`src/rtl/matrix_alu_pkg.sv`:
```
// Shared definitions for the matrix ALU row datapath.
// Holds the opcode encodings, a lane-extract helper and the saturation limits.
// Elements up to MAX_ELEM_W bits and rows up to MAX_ROW_W bits are supported.
package matrix_alu_pkg;

    localparam logic [2:0] OP_ADD = 3'b010;
    localparam logic [2:0] OP_SUB = 3'b011;

    localparam int MAX_ELEM_W = 64;
    localparam int MAX_ROW_W  = 2048;

    // Returns lane 'lane' of a packed row whose elements are 'width' bits wide.
    // The element sits right-justified in the result; the caller truncates it.
    function automatic logic [MAX_ELEM_W-1:0] lane_extract(
        input logic [MAX_ROW_W-1:0] row,
        input int                   lane,
        input int                   width
    );
        logic [MAX_ROW_W-1:0]  shifted;
        logic [MAX_ELEM_W-1:0] mask;
        shifted = row >> (lane * width);
        if (width >= MAX_ELEM_W) begin
            mask = '1;
        end else begin
            mask = (MAX_ELEM_W'(1) << width) - MAX_ELEM_W'(1);
        end
        return shifted[MAX_ELEM_W-1:0] & mask;
    endfunction

    // Largest positive two's-complement value of a 'width'-bit element.
    function automatic logic [MAX_ELEM_W-1:0] sat_max(input int width);
        return (MAX_ELEM_W'(1) << (width - 1)) - MAX_ELEM_W'(1);
    endfunction

    // Most negative two's-complement value of a 'width'-bit element
    // (right-justified; truncating to 'width' bits gives 100..0).
    function automatic logic [MAX_ELEM_W-1:0] sat_min(input int width);
        return MAX_ELEM_W'(1) << (width - 1);
    endfunction

endpackage

```
`src/rtl/addsub_lane.sv`:
```
// Single-lane signed add/subtract with overflow detect and optional saturation.
// Latency: purely combinational. Backpressure: none (no state).
// Ports: a, b operands; sub selects a-b; result is the lane value; overflow flags signed overflow.
module addsub_lane
    import matrix_alu_pkg::*;
#(
    parameter int DATA_WIDTH = 32,
    parameter int SATURATE   = 1
) (
    input  logic [DATA_WIDTH-1:0] a,
    input  logic [DATA_WIDTH-1:0] b,
    input  logic                  sub,
    output logic [DATA_WIDTH-1:0] result,
    output logic                  overflow
);

    localparam logic [DATA_WIDTH-1:0] MAX_VAL = DATA_WIDTH'(sat_max(DATA_WIDTH));
    localparam logic [DATA_WIDTH-1:0] MIN_VAL = DATA_WIDTH'(sat_min(DATA_WIDTH));

    logic [DATA_WIDTH:0] a_ext;
    logic [DATA_WIDTH:0] b_ext;
    logic [DATA_WIDTH:0] wide;

    always_comb begin
        a_ext    = {a[DATA_WIDTH-1], a};
        b_ext    = {b[DATA_WIDTH-1], b};
        wide     = sub ? (a_ext - b_ext) : (a_ext + b_ext);
        // The extra bit holds the true sign; disagreement with the element
        // sign bit is exactly the same-sign/different-sign overflow rule.
        overflow = wide[DATA_WIDTH] ^ wide[DATA_WIDTH-1];
        result   = wide[DATA_WIDTH-1:0];
        if ((SATURATE != 0) && overflow) begin
            result = wide[DATA_WIDTH] ? MIN_VAL : MAX_VAL;
        end
    end

endmodule

```
`src/rtl/row_addsub_unit.sv`:
```
// Row-wise element add/subtract engine: S1 registers operands, S2 computes and registers the row.
// Latency: beat accepted at edge N is registered in S2 (OutValid) at edge N+1 and consumed from edge N+2.
// Backpressure: OutReady low holds S2; S1 holds when full and Ready drops. Illegal opcodes are swallowed.
// Ports: Clock/ClearAll (sync, active-high); Enable/Ready input handshake with Operation, RowA, RowB;
// OutValid/OutReady output handshake with NewRow, OverflowLanes; Done, sticky Error/ErrorClear, ResultCount.
module row_addsub_unit
    import matrix_alu_pkg::*;
#(
    parameter int DATA_WIDTH  = 32,
    parameter int LANES       = 4,
    parameter int SATURATE    = 1,
    parameter int COUNT_WIDTH = 16
) (
    input  logic                        Clock,
    input  logic                        ClearAll,
    input  logic                        Enable,
    output logic                        Ready,
    input  logic [2:0]                  Operation,
    input  logic [LANES*DATA_WIDTH-1:0] RowA,
    input  logic [LANES*DATA_WIDTH-1:0] RowB,
    output logic                        OutValid,
    input  logic                        OutReady,
    output logic [LANES*DATA_WIDTH-1:0] NewRow,
    output logic [LANES-1:0]            OverflowLanes,
    output logic                        Done,
    output logic                        Error,
    input  logic                        ErrorClear,
    output logic [COUNT_WIDTH-1:0]      ResultCount
);

    localparam int ROW_W = LANES * DATA_WIDTH;

    // Held low through reset so Ready only rises on the first edge after release.
    logic             started;

    logic             s1_valid;
    logic [ROW_W-1:0] s1_a;
    logic [ROW_W-1:0] s1_b;
    logic [2:0]       s1_op;

    logic             s2_adv;
    logic             accept;
    logic             s1_legal;
    logic             s1_leave;
    logic [ROW_W-1:0] lane_res;
    logic [LANES-1:0] lane_ovf;

    assign s2_adv   = !OutValid || OutReady;
    assign Ready    = started && (!s1_valid || s2_adv);
    assign accept   = Enable && Ready;
    assign s1_legal = (s1_op == OP_ADD) || (s1_op == OP_SUB);
    assign s1_leave = s1_valid && s2_adv;
    assign Done     = OutValid && OutReady;

    for (genvar i = 0; i < LANES; i++) begin : g_lane
        addsub_lane #(
            .DATA_WIDTH (DATA_WIDTH),
            .SATURATE   (SATURATE)
        ) u_lane (
            .a        (DATA_WIDTH'(lane_extract(MAX_ROW_W'(s1_a), i, DATA_WIDTH))),
            .b        (DATA_WIDTH'(lane_extract(MAX_ROW_W'(s1_b), i, DATA_WIDTH))),
            .sub      (s1_op == OP_SUB),
            .result   (lane_res[i*DATA_WIDTH +: DATA_WIDTH]),
            .overflow (lane_ovf[i])
        );
    end

    always_ff @(posedge Clock) begin
        if (ClearAll) begin
            started       <= 1'b0;
            s1_valid      <= 1'b0;
            s1_a          <= '0;
            s1_b          <= '0;
            s1_op         <= '0;
            OutValid      <= 1'b0;
            NewRow        <= '0;
            OverflowLanes <= '0;
            Error         <= 1'b0;
            ResultCount   <= '0;
        end else begin
            started <= 1'b1;

            // S1: a new beat may enter in the same cycle the old one leaves.
            if (accept) begin
                s1_valid <= 1'b1;
                s1_a     <= RowA;
                s1_b     <= RowB;
                s1_op    <= Operation;
            end else if (s1_leave) begin
                s1_valid <= 1'b0;
            end

            // S2: an illegal beat leaves S1 but leaves a bubble here.
            if (s2_adv) begin
                OutValid <= s1_valid && s1_legal;
                if (s1_valid && s1_legal) begin
                    NewRow        <= lane_res;
                    OverflowLanes <= lane_ovf;
                end
            end

            // Set has priority over clear.
            if (s1_leave && (!s1_legal || (|lane_ovf))) begin
                Error <= 1'b1;
            end else if (ErrorClear) begin
                Error <= 1'b0;
            end

            if (Done) begin
                ResultCount <= ResultCount + COUNT_WIDTH'(1);
            end
        end
    end

endmodule
```
`config.mk`:
```
export PLATFORM = sky130hd
export DESIGN_NAME = row_addsub_unit
export DESIGN_NICKNAME = d
export VERILOG_FILES = /design/src/rtl/matrix_alu_pkg.sv /design/src/rtl/addsub_lane.sv /design/src/rtl/row_addsub_unit.sv
export SDC_FILE = /design/constraint.sdc
export NUM_CORES = 1
export LEC_CHECK = 0
export ABC_CLOCK_PERIOD_IN_PS = 4500
export BUFFER_PORTS_ARGS = -buffer_cell sky130_fd_sc_hd__buf_2
export CAP_MARGIN = 0
export CORE_MARGIN = 5
export CORE_UTILIZATION = 52
export DETAILED_ROUTE_END_ITERATION = 6
export PLACE_DENSITY = 0.73
export SYNTH_ARGS = -nofsm -noshare
export SYNTH_HDL_FRONTEND = slang
export SYNTH_SLANG_ARGS = --single-unit
export TNS_END_PERCENT = 1
```
`constraint.sdc`:
```
create_clock -name Clock -period 4.5 [get_ports Clock]
set_input_delay 0.225 -clock Clock [delete_from_list [all_inputs] [get_ports Clock]]
set_output_delay 0.225 -clock Clock [all_outputs]
set_load 0.005 [all_outputs]
```
==> impl_metrics.tcl <==
set metrics [dict create \
    status "finished with violations" \
    violations "negative setup slack" \
    r2r-end "NewRow[126]" \
    cts_buffers 45 \
    start_util 0.525 \
    syn-cell-area_mm2 0.0251 \
    ys_seq_area_frac 0.328 \
    fin_skew_ns 0.0279 \
    vias 27100 \
    powerDensity_mw_per_mm2 329 \
    dr.pass1.iters 6 \
    slew_headroom 0.390 \
    antenna_found_initial 2 \
    mostFrequentLayoutCells "nand2_1 (641), a21oi_1 (498), buf_2 (414)" \
    hpwl_mm 58.2 \
    portBuffers 415 \
    clk_latency_ns 0.59 \
    min_period_ns 4.54 \
    place_area_mm2 0.0295 \
    synth_ff_type "dfxtp_1" \
    grt_first_pass_wirelength_mm 135 \
    pin_count 416 \
    async_reset_ff_frac 0 \
    tightest_slew_ns 0.915 \
    synthToLayoutAreaGrowth_pct 36.5 \
    clkSlewWorstSetupHoldPaths_ns 0.06 \
    rsz0062_at_grt "yes" \
    critPathLaunch "s1_b[98]" \
    finalHoldViolCount 0 \
    reg2reg_from "s1_b[98]" \
    yosysUniqueCellTypes 91 \
    clkSinkCount 411 \
    finalCritPeriodShare 1.01 \
    drt_iter0_markers 2135 \
    synthTopCellsByArea "dfxtp_1 (33%), a21oi_1 (10%), nand2_1 (9.6%)" \
    cpMostUsedCell "or3_4" \
    cts_tree "done" \
    synth_warnings 0 \
    hp-class "input port to flip-flop" \
    required_ns 5.00 \
    core-area_mm2 0.0477 \
    criticalPathCategory "flip-flop to flip-flop" \
    stdcell_area_mm2 0.0342 \
    gr-total-overflow 0 \
    crit_arrival_ns 5.03 \
    die_w_um 230 \
    h-tree-depth 2 \
    slowest_delay_ns 0.54 \
    clockRootBuffer "clkbuf_16" \
    mostFrequentLayoutCell "nand2_1" \
    setup_tns_ns -0.219 \
    netlist_instances 3259 \
    r2r_cells 17 \
    place_inst 4365 \
    drive_above_1_share 0.234 \
    cts_buffer_depth 3 \
    fin_ws_ns -0.0352 \
    via_per_inst 5.74 \
    cap_violations 0 \
    final_core_util 0.717 \
    worstPathCellList "or4_4 > or3_4 > or3_4 > buf_4 > o31ai_4 > xor2_1 > ha_1 > and3_4 > and4_1 > o311a_4 > nor4b_4 > o31ai_2 > a21oi_2 > xor2_2 > buf_6 > maj3_2 > a211oi_2" \
    finalMaxSlewViolations 0 \
    setup_viol 9 \
    nets 4464 \
    antenna_left 0 \
    stdcell_count 4715 \
    p_leak_uw 0.0152 \
    crit_path_end "NewRow[126]" \
    fmax_mhz 221 \
    ir_drop_mv 0.294 \
    gp_congestion 0.952 \
    synth-seq-cells 411 \
    ff2ff_setup_slack_ns -0.04 \
    synth_top_area_share 0.328 \
    grt_pass1_vias 25900 \
    dieArea_mm2 0.0527 \
    synth-edff-count 0 \
    cp_slowest_cell "or4_4" \
    route.detailed.drc 0 \
    fill_cells 3556 \
    num_rows 80 \
    cp-end-kind "flip-flop" \
    holdPathStages 2 \
    grtUsageTotal 0.306 \
    cp_max_fo 10 \
    crit_path_start_kind "flip-flop" \
    synth_top_area_cell "dfxtp_1" \
    syn_area_per_cell_um2 7.69 \
    wl_per_cell_um 18.3 \
    grt_max_degree 196 \
    synth_nets 3660 \
    wirelength_mm 86.4 \
    die_y_um 230 \
]
routing by layer:
layer,up-vias,share of wire,track usage,wire [µm]
met5,-,0,0,0
met1,12600,0.41,0.387,35700
met3,239,0.069,0.0481,5980
met4,0,0.043,0.136,3710
li1,13200,-,-,-
met2,1078,0.47,0.516,41000
cell usage after synthesis, drive strengths merged (4+ instances only):
library cell,count
ha,133
nor2,205
o2111ai,8
mux2i,7
or4,13
clkbuf,175
dfxtp,411
or2,16
o21a,22
nand4,16
nand3,32
a211o,4
nor3,33
o221a,49
a21oi,503
a21o,53
and3,20
o21ba,4
xor2,130
o211ai,13
and2,11
buf,25
o21bai,11
o21ai,203
o221ai,4
o41ai,19
o31ai,26
a2111oi,4
maj3,27
and4,5
a31oi,12
or3,27
nand3b,5
a311oi,9
inv,58
nor4,12
xnor2,116
fa,4
o31a,6
nand2b,27
nand2,645
nor2b,14
a31o,6
a211oi,84
worst min-delay path by stage:
stage                           to  startpoint  slack, ns
after global placement    s1_a[32]    s1_a[32]       0.44
final                     s1_a[52]    ClearAll        0.1
after detailed placement  s1_a[32]    s1_a[32]       0.45
after floorplan            s1_a[0]     RowA[0]       0.36
after CTS                    Error  ErrorClear       0.07
after global routing      s1_b[57]    ClearAll       0.12
flip-flops by register name, indices dropped and copies added, names as in the netlist:
signal and cells:
s1_b 128, s1_op 3, s1_a 128, s1_valid 1, OutValid 1, OverflowLanes 4, started 1, NewRow 128
Error 1, ResultCount 16
worst max-delay path: cells and delay by family (launching register included):
| family | cells | cell delay (ns) |
|---|---|---|
| buf+inv | 2 | 0.34 |
| xor+xnor | 2 | 0.31 |
| flops | 1 | 0.31 |
| fa+ha+maj | 2 | 0.56 |
| compound gates | 5 | 0.96 |
| simple gates | 6 | 1.98 |
through the flow:
step                      worst slack, ns  hold slack, ns  total power [µW]
after floorplan                   -0.0814           0.361              6100
after global placement             -0.304           0.444              7160
after detailed placement           -0.355           0.447              7200
after CTS                         -0.0483          0.0702             11100
after global routing               -0.248           0.117             11800
final                             -0.0352          0.0956             11200
area by class of cell:
class,instances,area (µm²),area share
Tap cell,615,769,0.0225
Clock inverter,20,176,0.00516
Timing Repair Buffer,956,7070,0.207
Clock buffer,62,1300,0.0381
Sequential cell,411,8230,0.241
Antenna cell,2,5.00,0.000146
Inverter,59,221,0.00647
Multi-Input combinational cell,2590,16400,0.481
where the power goes:
part,switching [µW],internal [µW]
clock,1580,2150
combinational,1950,1690
sequential,114,3760
total,3650,7590
logic make-up after synthesis:
kind of cell,Yosys count,share of synthesized area
XOR/XNOR,246,0.0881
flip-flops,411,0.328
AND/OR/NAND/NOR,1092,0.189
AO/OA/AOI/OAI,1080,0.270
buffers and inverters,259,0.0412
adder cells (fa/ha/maj),164,0.0810
multiplexers,7,0.00280
timing repair:
item,CTS,global route
buffers inserted,2,3
endpoints found under the setup margin,127,132
hold buffers,259,0
pin swaps,8,22
endpoints found under the hold margin,259,0
cloned,0,2
resized for setup,44,77
(Power assumes the default switching activity.)
